File: src/rtl/header_tx_sequencer_ble.sv
// header_tx_sequencer_ble
// Sequences one packet header into the header chain. The chain is the
// HEC/FEC/mapper path. The block latches the header fields and the UAP,
// spends one cycle on HEC seed setup, and then shifts HDR_BITS bits out
// LSB first. It then waits until the mapper has produced EXP_SYMS symbols.
//
// Optional feature: define HDR_SEQ_TIMEOUT_EN to enable a WAIT-state
// watchdog. If no mapper symbol arrives for TMO_CYC cycles, the block pulses
// timeout and returns to IDLE. Without the macro, WAIT leaves only through
// symbol completion or abort.

module header_tx_sequencer_ble #(
  parameter int HDR_BITS = 10,
  parameter int EXP_SYMS = 27,
  parameter int TMO_CYC  = 1023
) (
  input  logic        clk,
  input  logic        reset,
  input  logic        start,
  input  logic        abort,
  input  logic [15:0] hdr_fields,
  input  logic [7:0]  uap_in,
  input  logic        chain_valid_out,
  output logic        chain_valid_in,
  output logic        chain_data_in,
  output logic [7:0]  uap_out,
  output logic        busy,
  output logic        done,
  output logic        timeout,
  output logic [7:0]  sym_count
);

  localparam logic [4:0]  HDR_BITS_C = 5'(HDR_BITS);
  localparam logic [7:0]  EXP_SYMS_C = 8'(EXP_SYMS);
  localparam logic [15:0] HDR_MASK   = 16'((32'd1 << HDR_BITS) - 32'd1);

  // Reject parameter values the counters cannot represent.
  if (HDR_BITS < 1 || HDR_BITS > 16) begin : g_bad_hdr_bits
    $error("header_tx_sequencer_ble: HDR_BITS must be 1..16");
  end
  if (EXP_SYMS < 1 || EXP_SYMS > 255) begin : g_bad_exp_syms
    $error("header_tx_sequencer_ble: EXP_SYMS must be 1..255");
  end
  if (TMO_CYC < 1 || TMO_CYC > 1023) begin : g_bad_tmo_cyc
    $error("header_tx_sequencer_ble: TMO_CYC must be 1..1023");
  end

  typedef enum logic [2:0] {
    IDLE,
    LOAD,
    SHIFT,
    WAIT,
    DONE
  } state_t;

  state_t      state_q;
  state_t      state_d;
  logic [15:0] shift_q;
  logic [4:0]  bit_cnt;
  logic        accept;
  logic        emit;
  logic        count_sym;
  logic        tmo_fire;

  // An accepted start is only possible from IDLE. Abort overrides it.
  assign accept    = (state_q == IDLE) && start && !abort;
  // A bit goes on the chain in every cycle that the FSM spends in SHIFT.
  assign emit      = (state_d == SHIFT);
  assign count_sym = chain_valid_out && ((state_q == SHIFT) || (state_q == WAIT)) &&
                     (sym_count != 8'hFF);

  assign busy = (state_q != IDLE);
  assign done = (state_q == DONE);

`ifdef HDR_SEQ_TIMEOUT_EN
  localparam logic [9:0] TMO_LAST = 10'(TMO_CYC - 1);

  logic [9:0] tmo_cnt;

  // The watchdog fires when the idle-cycle count would reach TMO_CYC.
  // Completion and abort both take priority over it.
  assign tmo_fire = (state_q == WAIT) && !chain_valid_out && (tmo_cnt == TMO_LAST) &&
                    !abort && (sym_count < EXP_SYMS_C);

  // Watchdog: counts idle WAIT cycles. The count restarts on every symbol
  // and is held at zero outside WAIT.
  always_ff @(posedge clk or posedge reset) begin
    if (reset) begin
      tmo_cnt <= '0;
      timeout <= 1'b0;
    end else begin
      if ((state_q != WAIT) || chain_valid_out) tmo_cnt <= '0;
      else                                      tmo_cnt <= tmo_cnt + 10'd1;
      timeout <= tmo_fire;
    end
  end
`else
  assign tmo_fire = 1'b0;
  assign timeout  = 1'b0;
`endif

  // State register.
  always_ff @(posedge clk or posedge reset) begin
    if (reset) begin
      state_q <= IDLE;
    end else begin
      // NOTE: clocked state uses non-blocking assignment. All flops then
      // sample pre-edge values, so the flops cannot race each other.
      state_q <= state_d;
    end
  end

  // Next-state logic. Abort forces IDLE from any state.
  always_comb begin
    // NOTE: assign the default before the case statement. Every path then
    // drives state_d, so no latch is inferred.
    state_d = state_q;
    unique case (state_q)
      IDLE:    if (start) state_d = LOAD;
      LOAD:    state_d = SHIFT;
      SHIFT:   if (bit_cnt == HDR_BITS_C) state_d = WAIT;
      WAIT: begin
        if (sym_count >= EXP_SYMS_C) state_d = DONE;
        else if (tmo_fire)           state_d = IDLE;
      end
      DONE:    state_d = IDLE;
      default: state_d = IDLE;
    endcase
    if (abort) state_d = IDLE;
  end

  // Header datapath: latch on accept, shift one bit per SHIFT cycle.
  // The chain outputs are registered and are zero whenever valid is low.
  always_ff @(posedge clk or posedge reset) begin
    if (reset) begin
      // NOTE: the shift register is cleared on reset along with the control
      // state. A stale header must never be seen on the chain after reset.
      shift_q        <= '0;
      bit_cnt        <= '0;
      uap_out        <= 8'h00;
      chain_valid_in <= 1'b0;
      chain_data_in  <= 1'b0;
    end else begin
      if (accept) begin
        shift_q <= hdr_fields & HDR_MASK;
        uap_out <= uap_in;
        bit_cnt <= '0;
      end else if (emit) begin
        shift_q <= shift_q >> 1;
        bit_cnt <= bit_cnt + 5'd1;
      end
      chain_valid_in <= emit;
      chain_data_in  <= emit & shift_q[0];
    end
  end

  // Mapper symbol counter: cleared on accept, saturates at 255.
  always_ff @(posedge clk or posedge reset) begin
    if (reset) begin
      sym_count <= 8'h00;
    end else if (accept) begin
      sym_count <= 8'h00;
    end else if (count_sym) begin
      sym_count <= sym_count + 8'd1;
    end
  end

endmodule

File: config.mk
export PLATFORM = sky130hd
export DESIGN_NAME = header_tx_sequencer_ble
export DESIGN_NICKNAME = d
export VERILOG_FILES = /design/src/rtl/header_tx_sequencer_ble.sv
export SDC_FILE = /design/constraint.sdc
export NUM_CORES = 1
export LEC_CHECK = 0
export ABC_AREA = 1
export CAP_MARGIN = 20
export CORE_UTILIZATION = 48
export CTS_CLUSTER_SIZE = 20
export DETAILED_ROUTE_END_ITERATION = 12
export MAX_ROUTING_LAYER = met4
export PLACE_DENSITY = 0.78
export SETUP_SLACK_MARGIN = 0.4
export SLEW_MARGIN = 0
export SYNTH_ARGS = -nofsm -noshare
export SYNTH_HDL_FRONTEND = slang
export SYNTH_SLANG_ARGS = --single-unit
File: constraint.sdc
create_clock -name clk -period 2.2 [get_ports clk]
set_clock_uncertainty 0.2 [all_clocks]
set_input_delay 0.66 -clock clk [delete_from_list [all_inputs] [get_ports clk]]
set_output_delay 0.66 -clock clk [all_outputs]
set_load 0.02 [all_outputs]
### Word-level counts from Yosys, hierarchy flattened

Cells that the tools add are included.

| word-level totals | value |
|---|---|
| bits in registers | 42 |
| input bits | 29 |
| output and inout port bits | 21 |
| word-level logic and storage cells | 39 |

| cells by class | value |
|---|---|
| $add $sub $neg | 2 |
| order comparisons | 1 |
| equal/unequal tests | 7 |
| multiplexer cells | 11 |
| bitwise gates (word level) | 1 |
| reduce and logical (&&, ||, !) cells | 10 |

Operators with widths:

| kind | number |
|---|---|
| two-way mux 16 bit | 2 |
| two-way mux 8 bit | 2 |
| two-way mux 3 bit | 4 |
| case mux 3 bit (4 select lines) | 1 |
| two-way mux 5 bit | 2 |
| == test 3 x 2 -> 1 bit, second input constant | 3 |
| adder 8 x 1 -> 8 bit, second input constant | 1 |
| >= comparator 8 x 5 -> 1 bit, second input constant | 1 |
| inequality test 8 bit, second input constant | 1 |
| adder 5 x 1 -> 5 bit, second input constant | 1 |
| == test 5 x 4 -> 1 bit, second input constant | 1 |
| logical AND 1 bit | 4 |
| nonzero test 2 bit | 2 |
| == test 3 x 1 -> 1 bit, second input constant | 1 |
| == test 3 bit, second input constant | 1 |
| zero test 3 bit | 1 |
| nonzero test 3 bit | 1 |
| AND 1 bit | 1 |
| zero test 1 bit | 1 |
| logical OR 1 bit | 1 |

### Longest topological paths before layout

| depth | value |
|---|---|
| depth after elaboration | 7 |
| mapped depth | 10 |
| depth with buffers taken out | 9 |

### Worst setup path after synthesis

No wires, ideal clock.

| timing path | value |
|---|---|
| kind | reg-to-reg |
| start | register sym_count[1] |
| end | register bit_cnt[2] |
| setup time | 0.117 ns |
| arrival | 1.491 ns |
| data required time | 1.883 ns |
| path slack | 0.392 ns |
| cell stages (with the launch flop) | 10 |
| path through | dfrtp_1 > ha_1 > inv_1 > nand2_1 > nand2_1 > nand3_1 > nand4_4 > buf_4 > nand3_1 > nand2_1 |

| between the ends | value |
|---|---|
| longest elaborated chain between the ends | 6 |

Ends and longest elaborated chain:

| what | RTL line | RTL |
|---|---|---|
| from (decl) | 30 | `output logic [7:0] sym_count` |
| from (signal assigned) | 164 | `sym_count <= sym_count + 8'd1;` |
| >= comparator 8 x 5 -> 1 bit | 123 | `if (sym_count >= EXP_SYMS_C) state_d = DONE;` |
| two-way mux 3 bit | 123 |  |
| case mux 3 bit (4 select lines) | 118 | `unique case (state_q)` |
| two-way mux 3 bit | 129 | `if (abort) state_d = IDLE;` |
| == test 3 x 2 -> 1 bit | 68 | `assign emit = (state_d == SHIFT);` |
| nonzero test 2 bit (no line) | -- |  |
| to (signal assigned) | 150 | `bit_cnt <= bit_cnt + 5'd1;` |
| to (decl) | 59 | `logic [4:0] bit_cnt;` |

Every way passes these cells.
A chain may end at the register's enable or synchronous reset.

### Final worst setup path

| timing path | value |
|---|---|
| start | register state_q[1] |
| end | output port busy |

| between the ends | value |
|---|---|
| longest elaborated chain between the ends | 1 |

Ends and longest elaborated chain:

| what | RTL line | RTL |
|---|---|---|
| from (decl) | 56 | `state_t state_q;` |
| from (signal assigned) | 109 | `state_q <= state_d;` |
| nonzero test 3 bit | 72 | `assign busy = (state_q != IDLE);` |
| to (decl) | 27 | `output logic busy,` |

Every way passes these cells.

==> summary.txt <==
status: complete, no violations
Root Driver: clkbuf_8
f_max: 0.506 GHz
crit start category: flop
P&R area growth vs syn: 37.0%
Layout Cells excl Fill: 356
max-cap violations: 0
largest net degree at the start of global routing: 20
Crit Path Class: reg2out
power per cell area: 918 nW/um^2
first-pass GRT wire length: 7290 um
Bufs on Longest Clock Path: 2
Final Net Count: 339
CTS tree: built
most numerous cell in the Yosys netlist: nand2_1
number of synthesized flops with an enable pin: 0
#FFs+latches synth: 36
Commonest cells post-synth: nand2_1 (107), dfrtp_1 (36), nand3_1 (27), inv_1 (25), nor2_1 (9)
Site Rows: 22
asr flop ratio synth: 1.00
Initial DRC Count: 88
wire length per cell: 12.2 um
Total Routing Usage GR: 0.233
port bufs: 42
logic gate share of total power: 0.353
die area: 4200 sq um
cell taking the most area after synthesis: dfrtp_1
CTS sink cnt: 36
main flop type after synthesis: dfrtp_1
P_leak: 1.45 nW
die height: 64.8 um
sequential fraction of the synthesis area: 0.476
# diodes: 0
critical path peak fanout: 2
Post-Synthesis Cells: 246
Clock transition at path regs: 0.07 ns
Inserted Clock Buffers: 5
register share of total power: 0.407
vias in the first global route: 1693
synth top area cells: dfrtp_1 (48%), nand2_1 (21%), nand3_1 (7.1%)
share of cells above drive strength 1: 0.208
# DRC: 0
HPWL Detailed: 2760 um
Syn Nets: 278
Vias: 1754
Core Region: 3720 sq um
Post-CTS Hold Buffers: 0
CP required: 1.34 ns
via/cell ratio: 4.93
Total Neg Setup Slack: 0 ns
IO Pins: 50
Initial Util: 0.509
Setup-failing EPs final: 0
Placed Cells: 340
drt pass-1 iters: 4
initial antenna violation count: 0
fin. max-slew vios: 0
Skew-Pair Late Insertion Delay: 0.29 ns
reg-to-reg slack, setup: 0.32 ns
internal power: 1.53 mW
filler instances: 309
peak supply drop: 463 uV
Crit. End Element: output port
Post-DP Area: 2420 sq um
Net Sw Frac: 0.358
min Tclk post-route: 1.98 ns
Mapped Area: 1890 sq um
RSZ-0062 raised after global routing: true
yosys warns: 0
Die W: 64.8 um
syn avg cell area: 7.70 sq um
Hold WC Path Type: reg2reg
crit path DAT: 1.12 ns
post-synth top area share: 0.476
cell area after layout: 2590 sq um
Clock power frac: 0.240
Tcrit/Tclk final: 0.898
total detailed-routing wirelength: 4340 um
Yosys cell types: 24
H-tree lvl count: 2
post-route ant nets: 0
GPL Wtd Cong: 0.883
grt total ovfl: 0
final hold viol count: 0
Final Util: 0.698
Psw: 0.852 mW
final timing paths:
check,endpoint,start,cells after the start
max,busy,state_q[1],4
min,uap_out[6],uap_out[6],2
max reg2reg,shift_q[3],state_q[1],9
min reg2reg,uap_out[6],uap_out[6],2
max in group asynchronous,sym_count[1],reset,3
min in group asynchronous,uap_out[2],reset,3
cell families after synthesis:
kind of cell / synth area share
compound gates: 0.0198
xor+xnor: 0.0370
fa+ha+maj: 0.0198
buf+inv: 0.0846
flops: 0.476
other cells: 0.00198
simple gates: 0.361
layout make-up:
class                           instances  area, sq um  share of cell area
Sequential cell                        36          902               0.348
Inverter                               26          100              0.0386
Multi-Input combinational cell        175          873               0.337
Clock inverter                          2         35.0              0.0135
Timing Repair Buffer                   63          551               0.212
Tap cell                               48         60.1              0.0232
Clock buffer                            6         72.6              0.0280
power groups by stage:
stage          combinational (mW)  clock [mW]  sequential (mW)
2_1_floorplan               0.409           0             1.07
3_5_place_dp                0.824           0            0.993
4_1_cts                     0.848       0.576            0.969
3_3_place_gp                0.806           0            0.987
6_report                    0.839       0.571            0.969
5_1_grt                     0.935       0.612            0.989
per-layer routing:
| metal | wire (um) | vias to the layer above | share of wire | GRT usage |
|---|---|---|---|---|
| li1 | - | 885 | - | - |
| met1 | 1990 | 810 | 0.46 | 0.282 |
| met2 | 2100 | 49 | 0.48 | 0.385 |
| met3 | 170 | 10 | 0.039 | 0.0405 |
| met4 | 71 | 0 | 0.016 | 0.0889 |
| met5 | 0 | - | 0 | - |
flip-flops by register name, summed over array words and instances, names as in the netlist:
register / cells
bit_cnt: 5
chain_data_in: 1
chain_valid_in: 1
shift_q: 10
state_q: 3
sym_count: 8
uap_out: 8
worst max-delay path: stages, from the launching register on:
cell and delay, ns:
dfrtp_1 0.42, nor2_4 0.14, buf_6 0.11, nand2_2 0.04, buf_6 0.13
cells in the final DEF, fill, tap and decap left out, types with 4 or more instances in the layout:
cell             netlist  routed
nand2_1              107     106
dfrtp_1               36      35
nand3_1               27      26
inv_1                 25      22
clkdlybuf4s50_1        0      20
buf_4                  2      16
buf_2                  5      15
nor2_1                 9       8
xor2_1                 6       6
clkbuf_8               0       5
nand4_1                4       4
o21ai_0                4       4
buf_6                  2       4
repair_timing:
item,CTS,global route
setup endpoints to repair,45,38
cloned,1,0
pin swaps,4,3
resized for setup,83,16
buffers inserted,5,2
stage by stage:
stage	hold WS (ns)	setup WS (ns)	power (mW)
5_1_grt	0.294	0.183	2.54
4_1_cts	0.276	0.217	2.39
3_5_place_dp	0.257	-0.0199	1.82
2_1_floorplan	0.269	0.414	1.48
6_report	0.265	0.224	2.38
3_3_place_gp	0.254	0.0354	1.79
Note: power is estimated with default switching activity, not from simulation.
